**config.mk**
```make
export PLATFORM = sky130hd
export DESIGN_NAME = mult_booth_seq
export DESIGN_NICKNAME = d
export VERILOG_FILES = /design/src/rtl/mult_pkg.sv /design/src/rtl/cla_32bit.sv /design/src/rtl/mult_booth_seq.sv
export SDC_FILE = /design/constraint.sdc
export NUM_CORES = 1
export LEC_CHECK = 0
export ABC_AREA = 1
export CORE_MARGIN = 3
export CORE_UTILIZATION = 35
export CTS_CLUSTER_SIZE = 8
export DETAILED_ROUTE_END_ITERATION = 10
export DONT_BUFFER_PORTS = 1
export MAX_ROUTING_LAYER = met4
export PLACE_DENSITY = 0.54
export SYNTH_ARGS = -nofsm -noshare
export SYNTH_HDL_FRONTEND = slang
export SYNTH_HIERARCHICAL = 1
export SYNTH_SLANG_ARGS = --single-unit
```
**constraint.sdc**
```tcl
create_clock -name clock -period 8.8 [get_ports clock]
set_clock_uncertainty 0.05 [all_clocks]
set_input_delay 0.88 -clock clock [delete_from_list [all_inputs] [get_ports clock]]
set_output_delay 0.88 -clock clock [all_outputs]
set_load 0.005 [all_outputs]
```
**src/rtl/mult_pkg.sv**
```systemverilog
// ---------------------------------------------------------------------------
// mult_pkg
// Shared constants and types for the sequential Booth multiplier.
//   MULT_W     : data path width (fixed by the 32-bit carry-lookahead adder)
//   MULT_ITER  : number of Booth iterations per multiply
//   MS_IDLE / MS_RUN / MS_DONE : 2-bit state encodings
//   mult_state_e : FSM state type built on those encodings
// ---------------------------------------------------------------------------
package mult_pkg;

    localparam int MULT_W    = 32;
    localparam int MULT_ITER = 32;

    localparam logic [1:0] MS_IDLE = 2'd0;
    localparam logic [1:0] MS_RUN  = 2'd1;
    localparam logic [1:0] MS_DONE = 2'd2;

    typedef enum logic [1:0] {
        ST_IDLE = MS_IDLE,
        ST_RUN  = MS_RUN,
        ST_DONE = MS_DONE
    } mult_state_e;

    // Iteration counter value seen during the final RUN cycle.
    localparam logic [4:0] LAST_COUNT = 5'(MULT_ITER - 1);

endpackage

```
**src/rtl/cla_32bit.sv**
```systemverilog
// ---------------------------------------------------------------------------
// cla_32bit
// 32-bit carry-lookahead adder built from eight 4-bit groups. Group carries
// are produced by lookahead over group generate/propagate terms; carries
// inside a group are derived from the group carry-in.
//   S   : 32-bit sum
//   c32 : carry out of bit 31
//   a,b : 32-bit operands
//   c0  : carry in
// ---------------------------------------------------------------------------
module cla_32bit (
    output logic [31:0] S,
    output logic        c32,
    input  logic [31:0] a,
    input  logic [31:0] b,
    input  logic        c0
);

    logic [31:0] g;
    logic [31:0] p;
    logic [31:0] carry;
    logic [8:0]  group_c;
    logic        group_g;
    logic        group_p;

    assign g = a & b;
    assign p = a ^ b;

    always_comb begin
        group_c    = '0;
        carry      = '0;
        group_g    = 1'b0;
        group_p    = 1'b0;
        group_c[0] = c0;
        for (int k = 0; k < 8; k++) begin
            group_g = g[4*k+3]
                    | (p[4*k+3] & g[4*k+2])
                    | (p[4*k+3] & p[4*k+2] & g[4*k+1])
                    | (p[4*k+3] & p[4*k+2] & p[4*k+1] & g[4*k]);
            group_p = &p[4*k +: 4];
            group_c[k+1] = group_g | (group_p & group_c[k]);
        end
        for (int i = 0; i < 32; i++) begin
            if (i % 4 == 0) begin
                carry[i] = group_c[i/4];
            end else begin
                carry[i] = g[i-1] | (p[i-1] & carry[i-1]);
            end
        end
    end

    assign S   = p ^ carry;
    assign c32 = group_c[8];

endmodule

```
**src/rtl/mult_booth_seq.sv**
```systemverilog
// ---------------------------------------------------------------------------
// mult_booth_seq
// Sequential 32x32 signed multiplier, radix-2 Booth, one add/subtract pass
// through a single cla_32bit per cycle followed by an arithmetic shift.
// Returns the low 32 bits of the product and a signed-overflow exception.
//   clock     : rising-edge clock
//   reset_n   : asynchronous active-low reset
//   start     : request a multiply (sampled only in IDLE)
//   data_a    : multiplicand, captured with start
//   data_b    : multiplier, captured with start
//   result    : low 32 bits of the product, held until the next accept
//   exception : 64-bit product does not fit in 32 signed bits
//   ready     : one-cycle pulse, result/exception valid
//   busy      : high while iterating
// Build option: MULT_ZERO_BYPASS_EN -- when defined, a zero operand skips
// the iterations and completes one cycle after the accept.
// ---------------------------------------------------------------------------
module mult_booth_seq
    import mult_pkg::*;
(
    input  logic              clock,
    input  logic              reset_n,
    input  logic              start,
    input  logic [MULT_W-1:0] data_a,
    input  logic [MULT_W-1:0] data_b,
    output logic [MULT_W-1:0] result,
    output logic              exception,
    output logic              ready,
    output logic              busy
);

    mult_state_e         state_q, state_d;
    logic [MULT_W-1:0]   m_q, m_d;
    logic [2*MULT_W:0]   p_q, p_d;
    logic [4:0]          count_q, count_d;
    logic [MULT_W-1:0]   result_q, result_d;
    logic                exception_q, exception_d;

    logic                booth_add;
    logic                booth_sub;
    logic [MULT_W-1:0]   operand;
    logic [MULT_W-1:0]   sum;
    logic                c32;
    logic                s32;
    logic [MULT_W:0]     high_next;
    logic [2*MULT_W:0]   p_step;
    logic                zero_op;

    assign booth_add = (p_q[1:0] == 2'b01);
    assign booth_sub = (p_q[1:0] == 2'b10);
    assign operand   = booth_sub ? ~m_q : m_q;

    cla_32bit u_cla (
        .S   (sum),
        .c32 (c32),
        .a   (p_q[2*MULT_W:MULT_W+1]),
        .b   (operand),
        .c0  (booth_sub)
    );

    // The high half is summed as a 33-bit sign-extended value so that the
    // most negative multiplicand does not overflow the partial product.
    always_comb begin
        s32 = p_q[2*MULT_W] ^ operand[MULT_W-1] ^ c32;
        if (booth_add || booth_sub) begin
            high_next = {s32, sum};
        end else begin
            high_next = {p_q[2*MULT_W], p_q[2*MULT_W:MULT_W+1]};
        end
        p_step = {high_next, p_q[MULT_W:1]};
    end

`ifdef MULT_ZERO_BYPASS_EN
    assign zero_op = (data_a == '0) || (data_b == '0);
`else
    assign zero_op = 1'b0;
`endif

    // Result and exception are loaded from the final shifted product on the
    // edge that enters DONE, so they are already valid while ready is high.
    always_comb begin
        state_d     = state_q;
        m_d         = m_q;
        p_d         = p_q;
        count_d     = count_q;
        result_d    = result_q;
        exception_d = exception_q;
        case (state_q)
            ST_IDLE: begin
                if (start) begin
                    m_d         = data_a;
                    p_d         = {{MULT_W{1'b0}}, data_b, 1'b0};
                    count_d     = '0;
                    result_d    = '0;
                    exception_d = 1'b0;
                    state_d     = zero_op ? ST_DONE : ST_RUN;
                end
            end
            ST_RUN: begin
                p_d     = p_step;
                count_d = count_q + 5'd1;
                if (count_q == LAST_COUNT) begin
                    state_d     = ST_DONE;
                    result_d    = p_step[MULT_W:1];
                    exception_d = (p_step[2*MULT_W:MULT_W+1] != {MULT_W{p_step[MULT_W]}});
                end
            end
            ST_DONE: begin
                state_d = ST_IDLE;
            end
            default: begin
                state_d = ST_IDLE;
            end
        endcase
    end

    always_ff @(posedge clock or negedge reset_n) begin
        if (!reset_n) begin
            state_q     <= ST_IDLE;
            m_q         <= '0;
            p_q         <= '0;
            count_q     <= '0;
            result_q    <= '0;
            exception_q <= 1'b0;
        end else begin
            state_q     <= state_d;
            m_q         <= m_d;
            p_q         <= p_d;
            count_q     <= count_d;
            result_q    <= result_d;
            exception_q <= exception_d;
        end
    end

    assign result    = result_q;
    assign exception = exception_q;
    assign ready     = (state_q == ST_DONE);
    assign busy      = (state_q == ST_RUN);

endmodule

```
==> impl_metrics.csv <==
group,metric,value,unit
critical_path,crit_fanout,35,
die,fp.dieW,156,um
critical_path,end_kind,"flop",
die,dieArea,0.0244,mm^2
timing,report.final.slew_viol_count,0,
logic_synthesis,synth_compound_area_frac,0.0671,
clock_tree,cts_setup_buffers,0,
place,gp_congestion,0.803,
clock_tree,cts_tree,"yes",
critical_path,cp_slowest_stage_delay,0.87,ns
die,core_area,0.0220,mm^2
final_layout,area_growth,9.61,%
timing,worst_slew_pin_slew,1.03,ns
outcome,status,"complete, no violations",
logic_synthesis,synth.largest_area_cell,"dfrtp_1",
logic_synthesis,synthSimpleGateAreaFrac,0.271,
logic_synthesis,yosysSeqAreaShare,0.435,
place,portBuffers,0,
routing,drt_iter0_markers,387,
clock_tree,clk_pin_slew,0.06,ns
job,drv_cap,0,
clock_tree,cts_buffers,17,
clock_tree,clock_latency,0.42,ns
final_layout,final_net_count,1068,
routing,drt_first_pass_iters,5,
final_layout,final_core_util,0.394,
logic_synthesis,synthAdderAreaFrac,0.116,
timing,rsz0062_at_grt,"no",
logic_synthesis,synth-main-ff-cell,"dfrtp_1",
routing,drc,0,
grt,grt_pass1_wl,31.2,mm
clock_tree,clockBufferDepth,2,
logic_synthesis,ys_types,33,
timing,fin_crit,5.25,ns
grt,grt_max_degree,138,
logic_synthesis,synth_warnings,6,
grt,grt_usage,0.164,
critical_path,slowest_stage,"ha_2",
logic_synthesis,synthCells,964,
clock_tree,htreeDepth,4,
grt,antenna_found_initial,0,
place,hpwlAfterDp,12.2,mm
critical_path,cp_top_family,"adder cells",
timing,setup_tns,0,ns
timing,setup_violations,0,
logic_synthesis,yosys_register_bits,137,
timing,hold_violations,0,
timing,slew_headroom,0.313,
clock_tree,cts_sinks,137,
final_layout,layout-drive-gt1-share,0.0765,
routing,routed_wl,18.4,mm
logic_synthesis,synth.top_cell.area_share,0.435,
die,fp-row-count,54,
final_layout,final_common_cell,"nand2_1",
logic_synthesis,netlist_area,0.00789,mm^2
die,start_util,0.359,
critical_path,critPathLaunchType,"flop",
logic_synthesis,synth_edf_count,0,
clock_tree,cts-resized-gates,0,
logic_synthesis,synth_nets,1090,
grt,first_global_vias,6015,
logic_synthesis,synthMuxAreaShare,0,
routing,wl_per_cell,14.9,um
timing,max_clock_freq,0.190,GHz
logic_synthesis,synth_top_family_by_area,"simple AND/OR/NAND/NOR gates",
logic_synthesis,avgSynthCellArea,8.18,um^2
routing,dr_total_vias,5981,
grt,grt_overflow,0,
routing,postRouteAntennaNets,0,
timing,setup_ws,3.55,ns
logic_synthesis,yosys.area_share.xor_xnor,0.0444,
die,dieHeight,156,um
place,place_ws,3.52,ns
die,ios,102,
critical_path,path_buf_inv,1,
pwr,cellLeakagePower,4.44,nW
final_layout,num_antenna_cells,0,
clock_tree,cts_hold_buffers,0,
final_layout,layout_common_cells,"nand2_1 (369), dfrtp_1 (137), nand3_1 (81)",
clock_tree,cts_root_buf,"clkbuf_16",
min_path,hold_path.class,"input port to asynchronous set/reset pin",
routing,viasPerCell,4.85,
logic_synthesis,synthArstFlopShare,1.00,
timing,period_share,0.597,
critical_path,required,9.05,ns
critical_path,cp.arrival,5.50,ns
critical_path,crit_type,"flop to flop",
critical_path,path_common_cell,"nand2_2",
pwr,power_density,497,mW/mm^2
pwr,peakVddDrop,201,uV
logic_synthesis,synthTopCellsByArea,"dfrtp_1 (43%), nand2_1 (18%), fa_1 (6.1%)",
-- routing by layer --
metal	wire [um]	up-vias	global-route usage	part of all wire
li1	-	3030	-	-
met1	9040	2824	0.221	0.49
met2	8380	121	0.250	0.46
met3	856	6	0.0405	0.046
met4	129	0	0.0379	0.0070
met5	0	-	-	0
-- area by class of cell --
class / instances / area, um^2
Clock buffer: 20 / 457
Clock inverter: 11 / 145
Fill cell: 2262 / 13300
Inverter: 73 / 274
Multi-Input combinational cell: 707 / 3950
Sequential cell: 137 / 3430
Tap cell: 280 / 350
Timing Repair Buffer: 6 / 45.0
-- registers in the layout (all words and copies together), names as in the netlist --
name / cells
p_q: 65
exception: 1
m_q: 32
count_q: 5
result: 32
state_q: 2
-- synthesized netlist by cell type, types with 5 or more instances --
library cell,number
a22o_1,9
o21ai_1,31
nand2_2,22
inv_1,65
fa_1,24
a41oi_1,5
nand2_1,369
inv_2,7
ha_1,35
dfrtp_1,137
buf_2,26
o21ai_0,15
nor2_1,39
clkbuf_1,13
o22ai_1,16
a21oi_1,7
xor2_1,37
nand3_1,81
-- kinds of logic (layout without fill, tap and decap cells) --
| kind of cell | Yosys count | after routing |
|---|---|---|
| fa+ha+maj | 59 | 59 |
| flops | 137 | 137 |
| compound gates | 88 | 88 |
| buf+inv | 120 | 110 |
| simple gates | 520 | 520 |
| xor+xnor | 40 | 40 |
-- power by group --
part	internal (mW)	leakage [nW]	switching, mW
Combinational	0.923	2.43	1.49
Clock	0.459	0.288	0.281
Sequential	0.918	1.72	0.231
-- stage by stage --
step	cells	total power, mW	hold WS (ns)	instance area, um^2
after global routing	1234	4.83	0.0770	8650
after global placement	1203	3.55	0.414	8050
after floorplan	964	3.10	0.402	7890
after detailed placement	1203	3.58	0.420	8050
final	1234	4.30	0.105	8650
after CTS	1234	4.35	0.0805	8650
-- path summary, 6_finish.rpt --
kind	from	to	slack [ns]	depth (start not counted)
setup / recovery	p_q[0]	exception	3.55	34
hold / removal	reset_n	result[11]	0.11	0
setup reg to reg	p_q[0]	exception	3.55	34
hold reg to reg	p_q[27]	p_q[27]	0.43	2
max in group asynchronous	reset_n	p_q[46]	8.42	0
min in group clock	p_q[27]	p_q[27]	0.43	2
Power figures use the tool's default switching activity.
